## src/rtl/jtag_host_driver.sv

```systemverilog
// ---------------------------------------------------------------------------
// jtag_host_driver
//
// Command-driven JTAG host. Runs one command at a time on a target TAP:
//   TLR_RESET : five TCK cycles with TMS=1, then one with TMS=0, ending in
//               Run-Test/Idle.
//   SHIFT_IR  : Idle -> Shift-IR, shift cmd_len bits, Exit1 -> Update -> Idle.
//   SHIFT_DR  : Idle -> Shift-DR, shift cmd_len bits, Exit1 -> Update -> Idle.
//   reserved  : no pin activity, answers with rsp_data = 0.
// TCK runs only while a command is active: low for CLK_DIV clk cycles, then
// high for CLK_DIV clk cycles. TMS/TDI change only on the clk edge that
// drives TCK low, or at command start while TCK is already low.
//
// Parameters
//   CLK_DIV          clk cycles per TCK half-period (2..255)
//   SHIFT_MAX_WIDTH  maximum bits per shift command
//
// Ports
//   clk, rst                    clock, asynchronous active-high reset
//   cmd_valid/cmd_ready         command handshake (ready only in IDLE)
//   cmd_op, cmd_len, cmd_data   opcode, bit count (0 -> 1, clamped), TDI bits
//   rsp_valid/rsp_ready         response handshake
//   rsp_data                    captured TDO bits, first bit at bit 0
//   tck, tms, tdi               JTAG pins to the target
//   tdo                         JTAG TDO from the target
//
// Build option
//   JTAG_HOST_TDO_SYNC_EN  when defined, tdo passes through a 2-flop
//                          synchronizer and is sampled in the last clk cycle
//                          of the TCK-high phase; requires CLK_DIV >= 3.
// ---------------------------------------------------------------------------
module jtag_host_driver #(
    parameter int CLK_DIV         = 2,
    parameter int SHIFT_MAX_WIDTH = 64
) (
    input  logic                               clk,
    input  logic                               rst,
    input  logic                               cmd_valid,
    output logic                               cmd_ready,
    input  logic [1:0]                         cmd_op,
    input  logic [$clog2(SHIFT_MAX_WIDTH):0]   cmd_len,
    input  logic [SHIFT_MAX_WIDTH-1:0]         cmd_data,
    output logic                               rsp_valid,
    input  logic                               rsp_ready,
    output logic [SHIFT_MAX_WIDTH-1:0]         rsp_data,
    output logic                               tck,
    output logic                               tms,
    output logic                               tdi,
    input  logic                               tdo
);

    localparam int LEN_W  = $clog2(SHIFT_MAX_WIDTH) + 1;
    localparam int STEP_W = (LEN_W > 3) ? LEN_W : 3;
    localparam int IDX_W  = (SHIFT_MAX_WIDTH > 1) ? $clog2(SHIFT_MAX_WIDTH) : 1;
    localparam int DIV_W  = 8;

    localparam logic [1:0] OP_TLR = 2'd0;
    localparam logic [1:0] OP_IR  = 2'd1;
    localparam logic [1:0] OP_DR  = 2'd2;

    typedef enum logic [2:0] {IDLE, TLR, NAV, SHIFT, EXIT, RESP} state_t;

    if (CLK_DIV < 2 || CLK_DIV > 255) begin : g_bad_div
        $error("jtag_host_driver: CLK_DIV must be in 2..255");
    end

    state_t                     state_q, state_d;
    logic [1:0]                 op_q, op_sel;
    logic [LEN_W-1:0]           len_q, len_eff, len_sel;
    logic [SHIFT_MAX_WIDTH-1:0] data_q, data_sel, rsp_q;
    logic [STEP_W-1:0]          step_q, step_d;
    logic [DIV_W-1:0]           div_q;
    logic                       tck_q, tms_q, tdi_q, tms_d, tdi_d;
    logic                       accept, active, phase_end, rise, fall;
    logic                       last_step, load_pins, sample_en, tdo_s;

    // Ready only in IDLE and never while reset is held, so it rises in the
    // very first cycle after rst drops.
    assign cmd_ready = (state_q == IDLE) && !rst;
    assign rsp_valid = (state_q == RESP);
    assign rsp_data  = rsp_q;
    assign tck       = tck_q;
    assign tms       = tms_q;
    assign tdi       = tdi_q;

    assign accept    = cmd_valid && cmd_ready;
    assign active    = (state_q == TLR) || (state_q == NAV) ||
                       (state_q == SHIFT) || (state_q == EXIT);
    assign phase_end = (div_q == DIV_W'(CLK_DIV - 1));
    assign rise      = active && !tck_q && phase_end;
    assign fall      = active && tck_q && phase_end;

    // At command start the pin values must come from the incoming command,
    // because the latched copies are only written on that same edge.
    assign op_sel   = accept ? cmd_op   : op_q;
    assign len_sel  = accept ? len_eff  : len_q;
    assign data_sel = accept ? cmd_data : data_q;

`ifdef JTAG_HOST_TDO_SYNC_EN
    if (CLK_DIV < 3) begin : g_bad_sync_div
        $error("jtag_host_driver: JTAG_HOST_TDO_SYNC_EN requires CLK_DIV >= 3");
    end

    logic [1:0] tdo_sync_q;

    always_ff @(posedge clk or posedge rst) begin
        if (rst) tdo_sync_q <= 2'b00;
        else     tdo_sync_q <= {tdo_sync_q[0], tdo};
    end

    // Late in the high phase the synchronized copy has long settled.
    assign tdo_s     = tdo_sync_q[1];
    assign sample_en = fall && (state_q == SHIFT);
`else
    assign tdo_s     = tdo;
    assign sample_en = rise && (state_q == SHIFT);
`endif

    always_comb begin
        // NOTE: every variable gets a default before any branch so that no
        // path leaves it unassigned, which would otherwise infer a latch.
        len_eff   = cmd_len;
        last_step = 1'b0;
        state_d   = state_q;
        step_d    = step_q;
        load_pins = 1'b0;
        tms_d     = tms_q;
        tdi_d     = tdi_q;

        if (cmd_len == '0)
            len_eff = LEN_W'(1);
        else if (cmd_len > LEN_W'(SHIFT_MAX_WIDTH))
            len_eff = LEN_W'(SHIFT_MAX_WIDTH);

        case (state_q)
            TLR:     last_step = (step_q == STEP_W'(5));
            NAV:     last_step = (step_q == ((op_q == OP_IR) ? STEP_W'(3) : STEP_W'(2)));
            SHIFT:   last_step = (step_q == STEP_W'(len_q - 1'b1));
            EXIT:    last_step = (step_q == STEP_W'(1));
            default: last_step = 1'b0;
        endcase

        case (state_q)
            IDLE: begin
                if (accept) begin
                    step_d    = '0;
                    load_pins = 1'b1;
                    case (cmd_op)
                        OP_TLR:       state_d = TLR;
                        OP_IR, OP_DR: state_d = NAV;
                        default:      state_d = RESP;
                    endcase
                end
            end
            TLR, NAV, SHIFT, EXIT: begin
                if (fall) begin
                    load_pins = 1'b1;
                    if (last_step) begin
                        step_d = '0;
                        case (state_q)
                            NAV:     state_d = SHIFT;
                            SHIFT:   state_d = EXIT;
                            default: state_d = RESP;
                        endcase
                    end else begin
                        step_d = step_q + 1'b1;
                    end
                end
            end
            RESP: begin
                if (rsp_ready) state_d = IDLE;
            end
            default: state_d = IDLE;
        endcase

        // TMS/TDI for the TCK cycle that begins after this edge.
        case (state_d)
            TLR: begin
                tms_d = (step_d < STEP_W'(5));
                tdi_d = 1'b0;
            end
            NAV: begin
                tms_d = (op_sel == OP_IR) ? (step_d < STEP_W'(2)) : (step_d == '0);
                tdi_d = 1'b0;
            end
            SHIFT: begin
                tms_d = (step_d == STEP_W'(len_sel - 1'b1));
                tdi_d = data_sel[step_d[IDX_W-1:0]];
            end
            EXIT: begin
                tms_d = (step_d == '0);
                tdi_d = 1'b0;
            end
            default: ;
        endcase
    end

    // NOTE: sequential state uses non-blocking assignments only, so every
    // register sees the pre-edge value of every other register.
    always_ff @(posedge clk or posedge rst) begin
        if (rst) begin
            state_q <= IDLE;
            op_q    <= '0;
            len_q   <= '0;
            data_q  <= '0;
            rsp_q   <= '0;
            step_q  <= '0;
            div_q   <= '0;
            tck_q   <= 1'b0;
            tms_q   <= 1'b1;
            tdi_q   <= 1'b0;
        end else begin
            state_q <= state_d;
            step_q  <= step_d;
            if (load_pins) begin
                tms_q <= tms_d;
                tdi_q <= tdi_d;
            end
            if (accept) begin
                op_q   <= cmd_op;
                len_q  <= len_eff;
                data_q <= cmd_data;
                rsp_q  <= '0;
                div_q  <= '0;
            end else if (active) begin
                if (phase_end) begin
                    div_q <= '0;
                    tck_q <= ~tck_q;
                end else begin
                    div_q <= div_q + 1'b1;
                end
            end
            if (sample_en)
                rsp_q[step_q[IDX_W-1:0]] <= tdo_s;
        end
    end

endmodule

```

## config.mk

```make
export PLATFORM = sky130hd
export DESIGN_NAME = jtag_host_driver
export DESIGN_NICKNAME = d
export VERILOG_FILES = /design/src/rtl/jtag_host_driver.sv
export SDC_FILE = /design/constraint.sdc
export NUM_CORES = 1
export LEC_CHECK = 0
export CORE_MARGIN = 5
export CORE_UTILIZATION = 30
export CTS_CLUSTER_DIAMETER = 200
export CTS_CLUSTER_SIZE = 28
export DETAILED_ROUTE_END_ITERATION = 16
export PLACE_DENSITY = 0.47
export SYNTH_ARGS = -nofsm -noshare
export SYNTH_HDL_FRONTEND = slang
export SYNTH_SLANG_ARGS = --single-unit
export TNS_END_PERCENT = 100
```

## constraint.sdc

```tcl
create_clock -name clk -period 7.11 [get_ports clk]
set_clock_uncertainty 0.2 [all_clocks]
set_input_delay 0.711 -clock clk [delete_from_list [all_inputs] [get_ports clk]]
set_output_delay 0.711 -clock clk [all_outputs]
set_load 0.01 [all_outputs]
```

==> summary.txt <==
Die
  – Initial Util: 0.302
  – Die area: between 30000 and 40000 µm²
  – IO Pins: roughly 150
  – Die X: roughly 190 µm
  – Row count: 64
  – Die outline height: 185 µm
  – Core ar.: 30400 µm²

Drt
  – Wirelength per Cell: 20.0 µm
  – Antenna-violating nets left: 0
  – DRT iter0 DRCs: around 600
  – Drt pass-1 iters: 5
  – Drt total wl: between 30 and 40 mm
  – Drt drc: 0
  – DR vias/cell: about 5.4
  – Vias: between 8k and 9k

STA
  – Final setup viols: 0
  – Final Critical Period: between 4000 and 5000 ps
  – Top achievable clock speed: approximately 210 MHz
  – Period utilisation layout: 0.666
  – Setup TNS: 0 ps
  – Fin. max-slew vios: 0
  – Slew Limit Headroom: 0.197
  – RSZ-0062 raised after global routing: false
  – Final Hold Violating Endpoints: 0
  – Fin worst setup slack: between 2000 and 2500 ps
  – Worst Max-Slew Pin Slew: about 1200 ps

Synth
  – Avg Cell Area, Syn: roughly 8 µm²
  – XOR/XNOR Fraction of Synth Area: 0.0230
  – Unique masters post-synth: 76
  – Ys async rst share: 1.00
  – Leading area contributor after synthesis: dfrtp_1
  – EDFF count, synth: 0
  – Syn. warnings: 0
  – Post-synthesis simple-gate area fraction: 0.269
  – Synth Area in Compound Gates: 0.196
  – Cell count after synthesis: between 1k and 1.5k
  – Most common cell in the netlist: nand2_1
  – Post-Syn Area: approximately 9200 µm²
  – Synth Flop Type: dfrtp_1
  – Top cell type's share of synthesized area: 0.427
  – Largest family of logic cells by synthesized area: simple AND/OR/NAND/NOR gates
  – Sequential cell area fraction in the yosys report: 0.430
  – Multiplexer share of the synthesized area: 0.0245
  – Mapped Nets: ~1.2k
  – Area contributors post-synth: dfrtp_1, nand2_1, o211ai_1, nand3_1, o21ai_0
  – Synth Area in Adders: 0.0107
  – Flops & latches, synth: 158
  – Synth cell count leaders: nand2_1, dfrtp_1, nand3_1

Clock tree
  – Clock latency on the worst-skew pair: 440 ps
  – Total CTS buffers: 17
  – H-tree depth: 4
  – Clk slew on worst S/H paths: roughly 70 ps
  – CTS tree: done
  – CTS resizes: 0
  – Clock buffer depth: 2
  – CTS Root Cell: clkbuf_16
  – Hold Buf Count CTS: 0
  – Setup Buffers After CTS: 0
  – Clock sinks: around 160

Cells and area
  – Layout Nets: about 1.3k
  – Design Area, Final: 11500 µm²
  – Sequential cell area: 3960 µm²
  – FILL cells: between 3k and 4k
  – Share of cells above drive strength 1: 0.0585
  – Antenna Diode Count: 0
  – Area taken by multi-input logic gates: approximately 4900 µm²
  – Synth-to-Final Area Change: 25.3%

Global route
  – Total congestion overflow: 0
  – Largest net degree at the start of global routing: between 80 and 90
  – First-pass GRT wire length: a little over 50 mm
  – Initial antenna violation count: 0
  – Vias in the first global route: ~9k
  – Gr usage total: 0.191

Placement
  – Pre-CTS setup slack: about 2200 ps
  – Buffers on Ports: approximately 150
  – DP Wirelength: about 22 mm
  – Placer's final routability congestion estimate: roughly 0.80
  – Placed Area: ~11000 µm²

Status
  – Status: finished clean

Critical path
  – CP Capture Type: register
  – WS Path Type: reg2reg
  – CP arrival: a little under 5000 ps
  – R2r setup slk: 2380 ps
  – Max FO, Critical Path: 25
  – Req. time, crit path: between 7000 and 8000 ps
  – Worst setup SP type: register

Flow run
  – Maximum capacitance violations: 0

Pwr
  – Leak: approximately 5.2 nW
  – Pwr dens: around 370 nW/µm²
  – Peak supply drop: ~0.19 mV

Min path
  – Worst hold path type: reg2reg
[report_power, final]
part,internal (W),switching [W]
combinational,0.000762,0.00116
sequential,0.00113,0.000229
clock,0.000498,0.000435
total,0.00239,0.00182
[worst max-delay path: stages, from the launching register on]
cell and delay [ps]:
dfrtp_1 420, inv_1 80, ha_1 200, or4b_4 480, or3_4 350, a2111oi_2 350, a22o_1 210, o2111ai_1 120
buf_4 230, a31oi_4 190, inv_1 390, a211oi_1 360, o21ai_0 120, and3b_1 190, o41ai_1 380, o311a_1 240
o41ai_2 70
[state kept, by name (all words and copies together), names as in the netlist]
name	cells
state_q	3
step_q	7
tdi	1
tms	1
div_q	8
len_q	7
tck	1
op_q	2
rsp_data	64
data_q	64
[final cells by class]
class                      instances  area share
timing repair buffer             159       0.135
tap                              396      0.0430
inverter                          22     0.00760
sequential                       158       0.343
multi-input combinational        876       0.421
clock buffer                      18      0.0372
clock inverter                    14      0.0131
[layout by cell type, fill, tap and decap left out, types with 8 or more instances in the layout]
cell / instances
dfrtp_1: 156
mux2i_1: 18
nor2_1: 69
xnor2_1: 14
a21oi_1: 34
buf_4: 13
inv_1: 19
nand2_1: 297
nor4_1: 8
o21ai_0: 78
and3_1: 9
clkdlybuf4s50_1: 145
clkbuf_16: 17
nor3_1: 20
nand3_1: 89
a211oi_1: 16
a31oi_1: 8
o211ai_1: 79
or3_1: 12
[path summary, 6_finish.rpt]
path                             from    endpoint  depth (start not counted)
setup / recovery             len_q[0]         tdi                         16
hold / removal             data_q[12]  data_q[12]                          2
setup reg to reg             len_q[0]         tdi                         16
hold reg to reg            data_q[12]  data_q[12]                          2
max in group asynchronous         rst  data_q[49]                          3
min in group asynchronous         rst  state_q[1]                          2
[stage by stage]
stage	utilization	std cells	hold WS (ps)	power, W
2_1_floorplan	-	1140	252	0.00272
3_3_place_gp	0.360	1611	274	0.00329
3_5_place_dp	0.360	1611	279	0.00330
4_1_cts	0.379	1643	298	0.00424
5_1_grt	0.379	1643	309	0.00452
6_report	0.379	1643	293	0.00421
[kinds of logic (layout without fill, tap and decap cells)]
family                     Yosys count  after routing
AOI/OAI and AO/OA                  269            269
muxes                               22             22
DFF                                158            158
adders and majority gates            8              8
and+or+nand+nor                    556            556
xor gates and xnor gates            21             21
buffers and inverters              106            213
[per-layer routing]
layer	GRT usage	part of all wire
met1	0.252	0.45
met5	0	0
met3	0.0289	0.043
met2	0.328	0.49
met4	0.0531	0.019
No activity file was read; power rests on OpenSTA's default activity.
